<file path="config.mk">
export PLATFORM = sky130hd
export DESIGN_NAME = topk_sort_ctrl
export DESIGN_NICKNAME = d
export VERILOG_FILES = /design/src/rtl/sorter_pkg.sv /design/src/rtl/topk_sort_ctrl_out_fifo.sv /design/src/rtl/topk_sort_ctrl.sv
export SDC_FILE = /design/constraint.sdc
export NUM_CORES = 1
export LEC_CHECK = 0
export CAP_MARGIN = 20
export CORE_MARGIN = 4
export CORE_UTILIZATION = 30
export DETAILED_ROUTE_END_ITERATION = 8
export PLACE_DENSITY = 0.53
export RECOVER_POWER = 25
export SLEW_MARGIN = 25
export SYNTH_ARGS = -nofsm -noshare
export SYNTH_HDL_FRONTEND = slang
export SYNTH_SLANG_ARGS = --single-unit
</file>
<file path="constraint.sdc">
create_clock -name clk_i -period 4.8 [get_ports clk_i]
set_input_delay 0.48 -clock clk_i [delete_from_list [all_inputs] [get_ports clk_i]]
set_output_delay 0.48 -clock clk_i [all_outputs]
set_load 0.05 [all_outputs]
</file>
<file path="src/rtl/sorter_pkg.sv">
// Shared types for the bitonic sorter and its streaming front-end controller.
// Holds the sorter control word, the controller FSM states and the pad-value helper.
package sorter_pkg;

  typedef enum logic {
    FILL   = 1'b0,
    LAUNCH = 1'b1
  } tsc_state_e;

  typedef struct packed {
    logic [0:0] channel_16;
  } channel_t;

  typedef struct packed {
    logic     sign_ctrl;
    channel_t channel;
  } ctrl_t;

  // Pad element that sorts to the tail: zero for largest-first, all-ones for smallest-first.
  function automatic logic [63:0] pad_word(input logic dir, input int unsigned width);
    pad_word = dir ? 64'd0 : (64'hFFFF_FFFF_FFFF_FFFF >> (64 - width));
  endfunction

endpackage

</file>
<file path="src/rtl/topk_sort_ctrl_out_fifo.sv">
// Top-K result FIFO for topk_sort_ctrl; head-of-queue data is always visible on o_data.
module topk_out_fifo #(
  parameter int unsigned WIDTH = 32,
  parameter int unsigned DEPTH = 4
) (
  input  logic                         clk_i,
  input  logic                         rstn_i,
  input  logic                         i_push,
  input  logic                         i_pop,
  input  logic [WIDTH-1:0]             i_data,
  output logic [WIDTH-1:0]             o_data,
  output logic [$clog2(DEPTH+1)-1:0]   o_count,
  output logic                         o_valid
);

  localparam int unsigned PTR_W = (DEPTH > 1) ? $clog2(DEPTH) : 1;
  localparam int unsigned CNT_W = $clog2(DEPTH + 1);

  logic [WIDTH-1:0] r_mem [DEPTH];
  logic [PTR_W-1:0] r_wr;
  logic [PTR_W-1:0] r_rd;
  logic [CNT_W-1:0] r_count;
  logic [CNT_W-1:0] w_count_nxt;

  function automatic logic [PTR_W-1:0] ptr_inc(input logic [PTR_W-1:0] p);
    ptr_inc = (p == PTR_W'(DEPTH - 1)) ? '0 : p + PTR_W'(1);
  endfunction

  always_comb begin
    w_count_nxt = r_count;
    if (i_push && !i_pop)      w_count_nxt = r_count + CNT_W'(1);
    else if (!i_push && i_pop) w_count_nxt = r_count - CNT_W'(1);
  end

  always_ff @(posedge clk_i or negedge rstn_i) begin
    if (!rstn_i) begin
      for (int i = 0; i < int'(DEPTH); i++) r_mem[i] <= '0;
      r_wr    <= '0;
      r_rd    <= '0;
      r_count <= '0;
    end else begin
      if (i_push) begin
        r_mem[r_wr] <= i_data;
        r_wr        <= ptr_inc(r_wr);
      end
      if (i_pop) r_rd <= ptr_inc(r_rd);
      r_count <= w_count_nxt;
    end
  end

  assign o_data  = r_mem[r_rd];
  assign o_count = r_count;
  assign o_valid = (r_count != '0);

endmodule

</file>
<file path="src/rtl/topk_sort_ctrl.sv">
// Streaming front-end for the 16-input bitonic sorter: frames, pads, credit-gated launch, top-K capture.
// Optional latency checker enabled by defining TOPK_SORT_CTRL_LAT_CHECK_EN.
module topk_sort_ctrl
  import sorter_pkg::*;
#(
  parameter int unsigned DATAWIDTH  = 8,
  parameter int unsigned DATALENGTH = 16,
  parameter int unsigned K          = 4,
  parameter int unsigned SORT_LAT   = 4,
  parameter int unsigned OUT_DEPTH  = 4
) (
  input  logic                              clk_i,
  input  logic                              rstn_i,
  input  logic                              in_valid_i,
  output logic                              in_ready_o,
  input  logic [DATAWIDTH-1:0]              in_data_i,
  input  logic                              in_last_i,
  input  logic                              dir_i,
  output ctrl_t                             sort_ctrl_o,
  output logic [DATAWIDTH*DATALENGTH-1:0]   sort_x_o,
  input  ctrl_t                             sort_ctrl_i,
  input  logic [DATAWIDTH*DATALENGTH-1:0]   sort_y_i,
  output logic                              out_valid_o,
  input  logic                              out_ready_i,
  output logic [DATAWIDTH*K-1:0]            out_data_o,
  output logic                              err_o
);

  localparam int unsigned IDX_W = $clog2(DATALENGTH + 1);
  localparam int unsigned CNT_W = $clog2(OUT_DEPTH + 1);
  localparam int unsigned SUM_W = CNT_W + 1;
  localparam int unsigned OUT_W = DATAWIDTH * K;

  tsc_state_e           r_state;
  tsc_state_e           w_state_nxt;
  logic [IDX_W-1:0]     r_idx;
  logic [DATAWIDTH-1:0] r_buf [DATALENGTH];
  logic                 r_frame_dir;
  logic                 r_launch;
  logic                 r_sign;
  logic                 r_in_ready;
  logic [CNT_W-1:0]     r_inflight;
  logic [CNT_W-1:0]     w_inflight_nxt;
  logic [CNT_W-1:0]     w_fifo_cnt;
  logic [CNT_W-1:0]     w_fifo_cnt_nxt;
  logic                 w_accept;
  logic                 w_freeze;
  logic                 w_dir;
  logic                 w_push;
  logic                 w_pop;
  logic                 w_out_valid;
  logic                 w_launch_nxt;
  logic                 w_unused;

  assign w_accept = in_valid_i & r_in_ready;
  assign w_freeze = w_accept & ((r_idx == IDX_W'(DATALENGTH - 1)) | in_last_i);
  assign w_dir    = (r_idx == '0) ? dir_i : r_frame_dir;
  // Returns with nothing in flight are stale (e.g. launched before a reset) and are dropped.
  assign w_push   = sort_ctrl_i.channel.channel_16[0] & (r_inflight != '0);
  assign w_pop    = w_out_valid & out_ready_i;
  assign w_unused = ^{sort_ctrl_i.sign_ctrl, sort_y_i};

  always_comb begin
    w_state_nxt    = r_state;
    w_inflight_nxt = r_inflight;
    w_fifo_cnt_nxt = w_fifo_cnt;
    w_launch_nxt   = 1'b0;
    case (r_state)
      FILL:    if (w_freeze) w_state_nxt = LAUNCH;
      LAUNCH:  if (r_launch) w_state_nxt = FILL;
      default: w_state_nxt = FILL;
    endcase
    if (r_launch && !w_push)      w_inflight_nxt = r_inflight + CNT_W'(1);
    else if (!r_launch && w_push) w_inflight_nxt = r_inflight - CNT_W'(1);
    if (w_push && !w_pop)         w_fifo_cnt_nxt = w_fifo_cnt + CNT_W'(1);
    else if (!w_push && w_pop)    w_fifo_cnt_nxt = w_fifo_cnt - CNT_W'(1);
    // Pulse is registered, so grant it from next-cycle occupancy to reserve a FIFO slot.
    w_launch_nxt = (w_state_nxt == LAUNCH) &&
                   ((SUM_W'(w_fifo_cnt_nxt) + SUM_W'(w_inflight_nxt)) < SUM_W'(OUT_DEPTH));
  end

  always_ff @(posedge clk_i or negedge rstn_i) begin
    if (!rstn_i) r_state <= FILL;
    else         r_state <= w_state_nxt;
  end

  always_ff @(posedge clk_i or negedge rstn_i) begin
    if (!rstn_i) begin
      r_idx       <= '0;
      r_frame_dir <= 1'b0;
      r_launch    <= 1'b0;
      r_sign      <= 1'b0;
      r_in_ready  <= 1'b1;
      r_inflight  <= '0;
    end else begin
      r_launch   <= w_launch_nxt;
      r_in_ready <= (w_state_nxt == FILL);
      r_inflight <= w_inflight_nxt;
      if (w_launch_nxt) r_sign <= w_dir;
      if (w_accept && (r_idx == '0)) r_frame_dir <= dir_i;
      if (r_launch)      r_idx <= '0;
      else if (w_accept) r_idx <= r_idx + IDX_W'(1);
    end
  end

  // Frame buffer; the closing beat also pads every slot above it.
  always_ff @(posedge clk_i or negedge rstn_i) begin
    if (!rstn_i) begin
      for (int j = 0; j < int'(DATALENGTH); j++) r_buf[j] <= '0;
    end else if (w_accept) begin
      for (int j = 0; j < int'(DATALENGTH); j++) begin
        if (IDX_W'(j) == r_idx)
          r_buf[j] <= in_data_i;
        else if (w_freeze && (IDX_W'(j) > r_idx))
          r_buf[j] <= DATAWIDTH'(pad_word(w_dir, DATAWIDTH));
      end
    end
  end

  for (genvar g = 0; g < int'(DATALENGTH); g++) begin : g_x
    assign sort_x_o[g*DATAWIDTH +: DATAWIDTH] = r_buf[g];
  end

  assign sort_ctrl_o = '{sign_ctrl: r_sign, channel: '{channel_16: r_launch}};
  assign in_ready_o  = r_in_ready;
  assign out_valid_o = w_out_valid;

  topk_out_fifo #(
    .WIDTH (OUT_W),
    .DEPTH (OUT_DEPTH)
  ) u_fifo (
    .clk_i   (clk_i),
    .rstn_i  (rstn_i),
    .i_push  (w_push),
    .i_pop   (w_pop),
    .i_data  (sort_y_i[OUT_W-1:0]),
    .o_data  (out_data_o),
    .o_count (w_fifo_cnt),
    .o_valid (w_out_valid)
  );

`ifdef TOPK_SORT_CTRL_LAT_CHECK_EN
  logic [SORT_LAT:1] r_lat_sh;
  logic              r_err;

  // r_lat_sh[n] is high n cycles after a launch pulse; a return is due at age SORT_LAT.
  always_ff @(posedge clk_i or negedge rstn_i) begin
    if (!rstn_i) begin
      r_lat_sh <= '0;
      r_err    <= 1'b0;
    end else begin
      r_lat_sh[1] <= r_launch;
      for (int i = 2; i <= int'(SORT_LAT); i++) r_lat_sh[i] <= r_lat_sh[i-1];
      if (sort_ctrl_i.channel.channel_16[0] != r_lat_sh[SORT_LAT]) r_err <= 1'b1;
    end
  end

  assign err_o = r_err;
`else
  assign err_o = 1'b0;
`endif

endmodule

</file>
==> reports/qor.txt <==
run status: complete, but fails checks
violated checks: max-capacitance violations, max-slew violations
Max-slew headroom: -84.2%
Hold WC Path Type: flop to flop
Util after Layout: 39.2%
most frequent cells in the layout: dfrtp_1 (273), clkdlybuf4s50_1 (207), nand2_1 (142), mux2_2 (130), o21ai_0 (106)
CP max FO: 19
hpwl dp: 23.1 mm
Setup violations, final: 0
routed len/inst: 19.4 µm
fill count: 4096
CTS clk-pin slew, worst paths: 0.06 ns
MaxCap Viol Count: 1
drt pass-1 iters: 4
worst setup margin: 1.36 ns
FFs w/ async S/R, synth: 100%
routed wire length: 35.4 mm
DR iter-0 viols: 416
Die Area: 46200 µm²
Die Width: 215 µm
Peak VDD IR: 0.425 mV
number of global-route vias before repair: 9222
Worst-Margin Slew: 2.76 ns
# DRC: 0
Total Nets Final: 1415
Worst EP arrival: 2.96 ns
met2 WL post-DR: 16.2 mm
diode count: 0
Max Root-Sink Buffers: 3
post-synth top area share: 53.6%
Yosys warning total: 0
area delta synth->final: 28.6%
setup TNS: 0 ns
Hold Vio Cnt, Final: 0
Yosys top cell by area: dfrtp_1
vias post-DR: 8870
wl on met1: 16.9 mm
first-pass GRT wire length: 56.2 mm
post-synth net total: 1240
Post-CTS Setup Inserts: 0
fin. max-slew vios: 104
critical path start-end classification: flop to output port
CP required: 4.32 ns
Post-synth EDFFs: 0
core area: 42100 µm²
cell-internal power: 0.00813 W
Worst-Skew Late Latency: 0.53 ns
fraction of layout instances using a drive strength above 1: 19.2%
GRT overflow: 0
Yosys reg bits: 276
post_cts resized: 0
CTS tree: built
Tot Pwr: 0.0149 W
fin crit period: 3.44 ns
site row count: 75
count of cell types in the netlist: 44
most common cell after layout, fill and taps aside: dfrtp_1
initial antenna violation count: 0
synthesized area: 12800 µm²
crit start category: flop
Fmax: 0.291 GHz
Seq/Total Area, Yosys: 53.8%
initial core utilization: 30.5%
Clock power frac: 17.4%
Layout Skew: 0.0168 ns
hold buffer count at CTS: 0
Final Cycle Share: 71.7%
num ports: 309
RSZ-0062 raised after global routing: false
gr usage total: 15.3%
Die H: 215 µm
Met3 Wirelength: 1.68 mm
port bufs: 210
CP endpoint kind: output port
htree depth: 2
vias per cell: 4.88
Avg Cell Area, Syn: 11.9 µm²
Post-DRT Antenna Nets: 0
Seq pwr share: 28.8%
Sw Share: 45.3%
TritonCTS Buffers: 34
clock root buffer master: clkbuf_16
P_leak: 7.53 nW
Top Metal Used: met4
power per cell area: 901 nW/µm²
Gate power share: 53.7%
CTS sink cnt: 276
dominant synthesized flop cell: dfrtp_1
GP Congestion: 0.766
Gate Count Post-Synth: 1080
Place WS: 1.68 ns
largest net degree at the start of global routing: 105
switching pwr: 0.00673 W
top post-synthesis cells by area: dfrtp_1 (54%), mux2_2 (11%), mux2i_1 (7.6%)
synth_stat cells (2+ instances only):
master and n:
a211oi_1 3, a21boi_2 2, a21o_1 9, a21oi_1 34
a22o_1 2, a31oi_1 9, a41oi_1 9, and2_1 5
buf_1 16, buf_2 19, buf_4 4, clkbuf_1 44
dfrtp_1 275, ha_1 16, inv_1 12, maj3_1 2
mux2_2 130, mux2i_1 98, mux4_2 32, nand2_1 146
nand2b_1 3, nand3_1 17, nor2_1 20, nor2b_1 7
nor3_1 5, o211ai_1 2, o21ai_0 106, o21ai_1 29
or3_1 3, xnor2_1 5, xor2_1 3
layer usage:
| metal | global-route usage (%) | vias to the layer above |
|---|---|---|
| met1 | 21.6 | 4469 |
| met5 | 0 | - |
| met3 | 3.59 | 50 |
| li1 | - | 4183 |
| met4 | 3.54 | 0 |
| met2 | 24.0 | 168 |
per-stage QoR:
stage                     cell area (µm²)  cells  hold WS (ns)
after floorplan                     12800   1080         0.184
after global placement              15400   1757         0.463
after detailed placement            15400   1758         0.470
after CTS                           16500   1819        0.0477
after global routing                16500   1819         0.505
final                               16500   1819         0.478
layout make-up:
| cell class | instances | area (µm²) | share of cell area [%] |
|---|---|---|---|
| Clock buffer | 51 | 1030 | 6.22 |
| Inverter | 12 | 45.0 | 0.273 |
| Sequential cell | 276 | 6910 | 41.9 |
| Multi-Input combinational cell | 709 | 5560 | 33.7 |
| Tap cell | 539 | 674 | 4.09 |
| Timing Repair Buffer | 222 | 2180 | 13.2 |
| Clock inverter | 10 | 109 | 0.659 |
cell families after synthesis:
kind of cell | share of synthesized area [%]
flops | 53.8
mux | 24.8
simple gates | 6.96
compound gates | 9.07
buf+inv | 3.08
fa+ha+maj | 1.72
xor+xnor | 0.546
other cells | 0.0292
critical path: stages, from the launching register on:
cell and delay, ns:
dfrtp_2 0.79, buf_4 0.36, mux4_2 0.53, clkdlybuf4s50_1 0.74
worst paths after layout:
| kind | from | endpoint | slack [ns] | cells past startpoint |
|---|---|---|---|---|
| worst min-delay path | sort_x_o[27] | sort_x_o[27] | 0.48 | 2 |
| min in group asynchronous | rstn_i | sort_x_o[110] | 0.83 | 1 |
| worst max register to register | r_idx[1] | sort_x_o[33] | 1.71 | 8 |
| max in group asynchronous | rstn_i | u_fifo.o_count[2] | 1.85 | 2 |
| worst min register to register | sort_x_o[27] | sort_x_o[27] | 0.48 | 2 |
| worst max-delay path | u_fifo.r_rd[0] | out_data_o[14] | 1.36 | 3 |
power groups by stage:
stage          Clock, W  Combinational (W)  Sequential (W)
6_report        0.00259            0.00799         0.00428
5_1_grt         0.00278            0.00854         0.00445
4_1_cts         0.00268            0.00809         0.00430
3_5_place_dp          0            0.00807         0.00433
3_3_place_gp          0            0.00799         0.00430
2_1_floorplan         0            0.00401         0.00577
flip-flops by register name (all words and copies together) (netlist names):
register        flops
r_state             1
in_ready_o          1
u_fifo.o_count      3
r_inflight          3
u_fifo.r_wr         2
sort_x_o          128
r_sign              1
r_idx               5
u_fifo.r_rd         2
r_frame_dir         1
u_fifo.r_mem      128
r_launch            1
No activity file was read; power rests on OpenSTA's default activity.
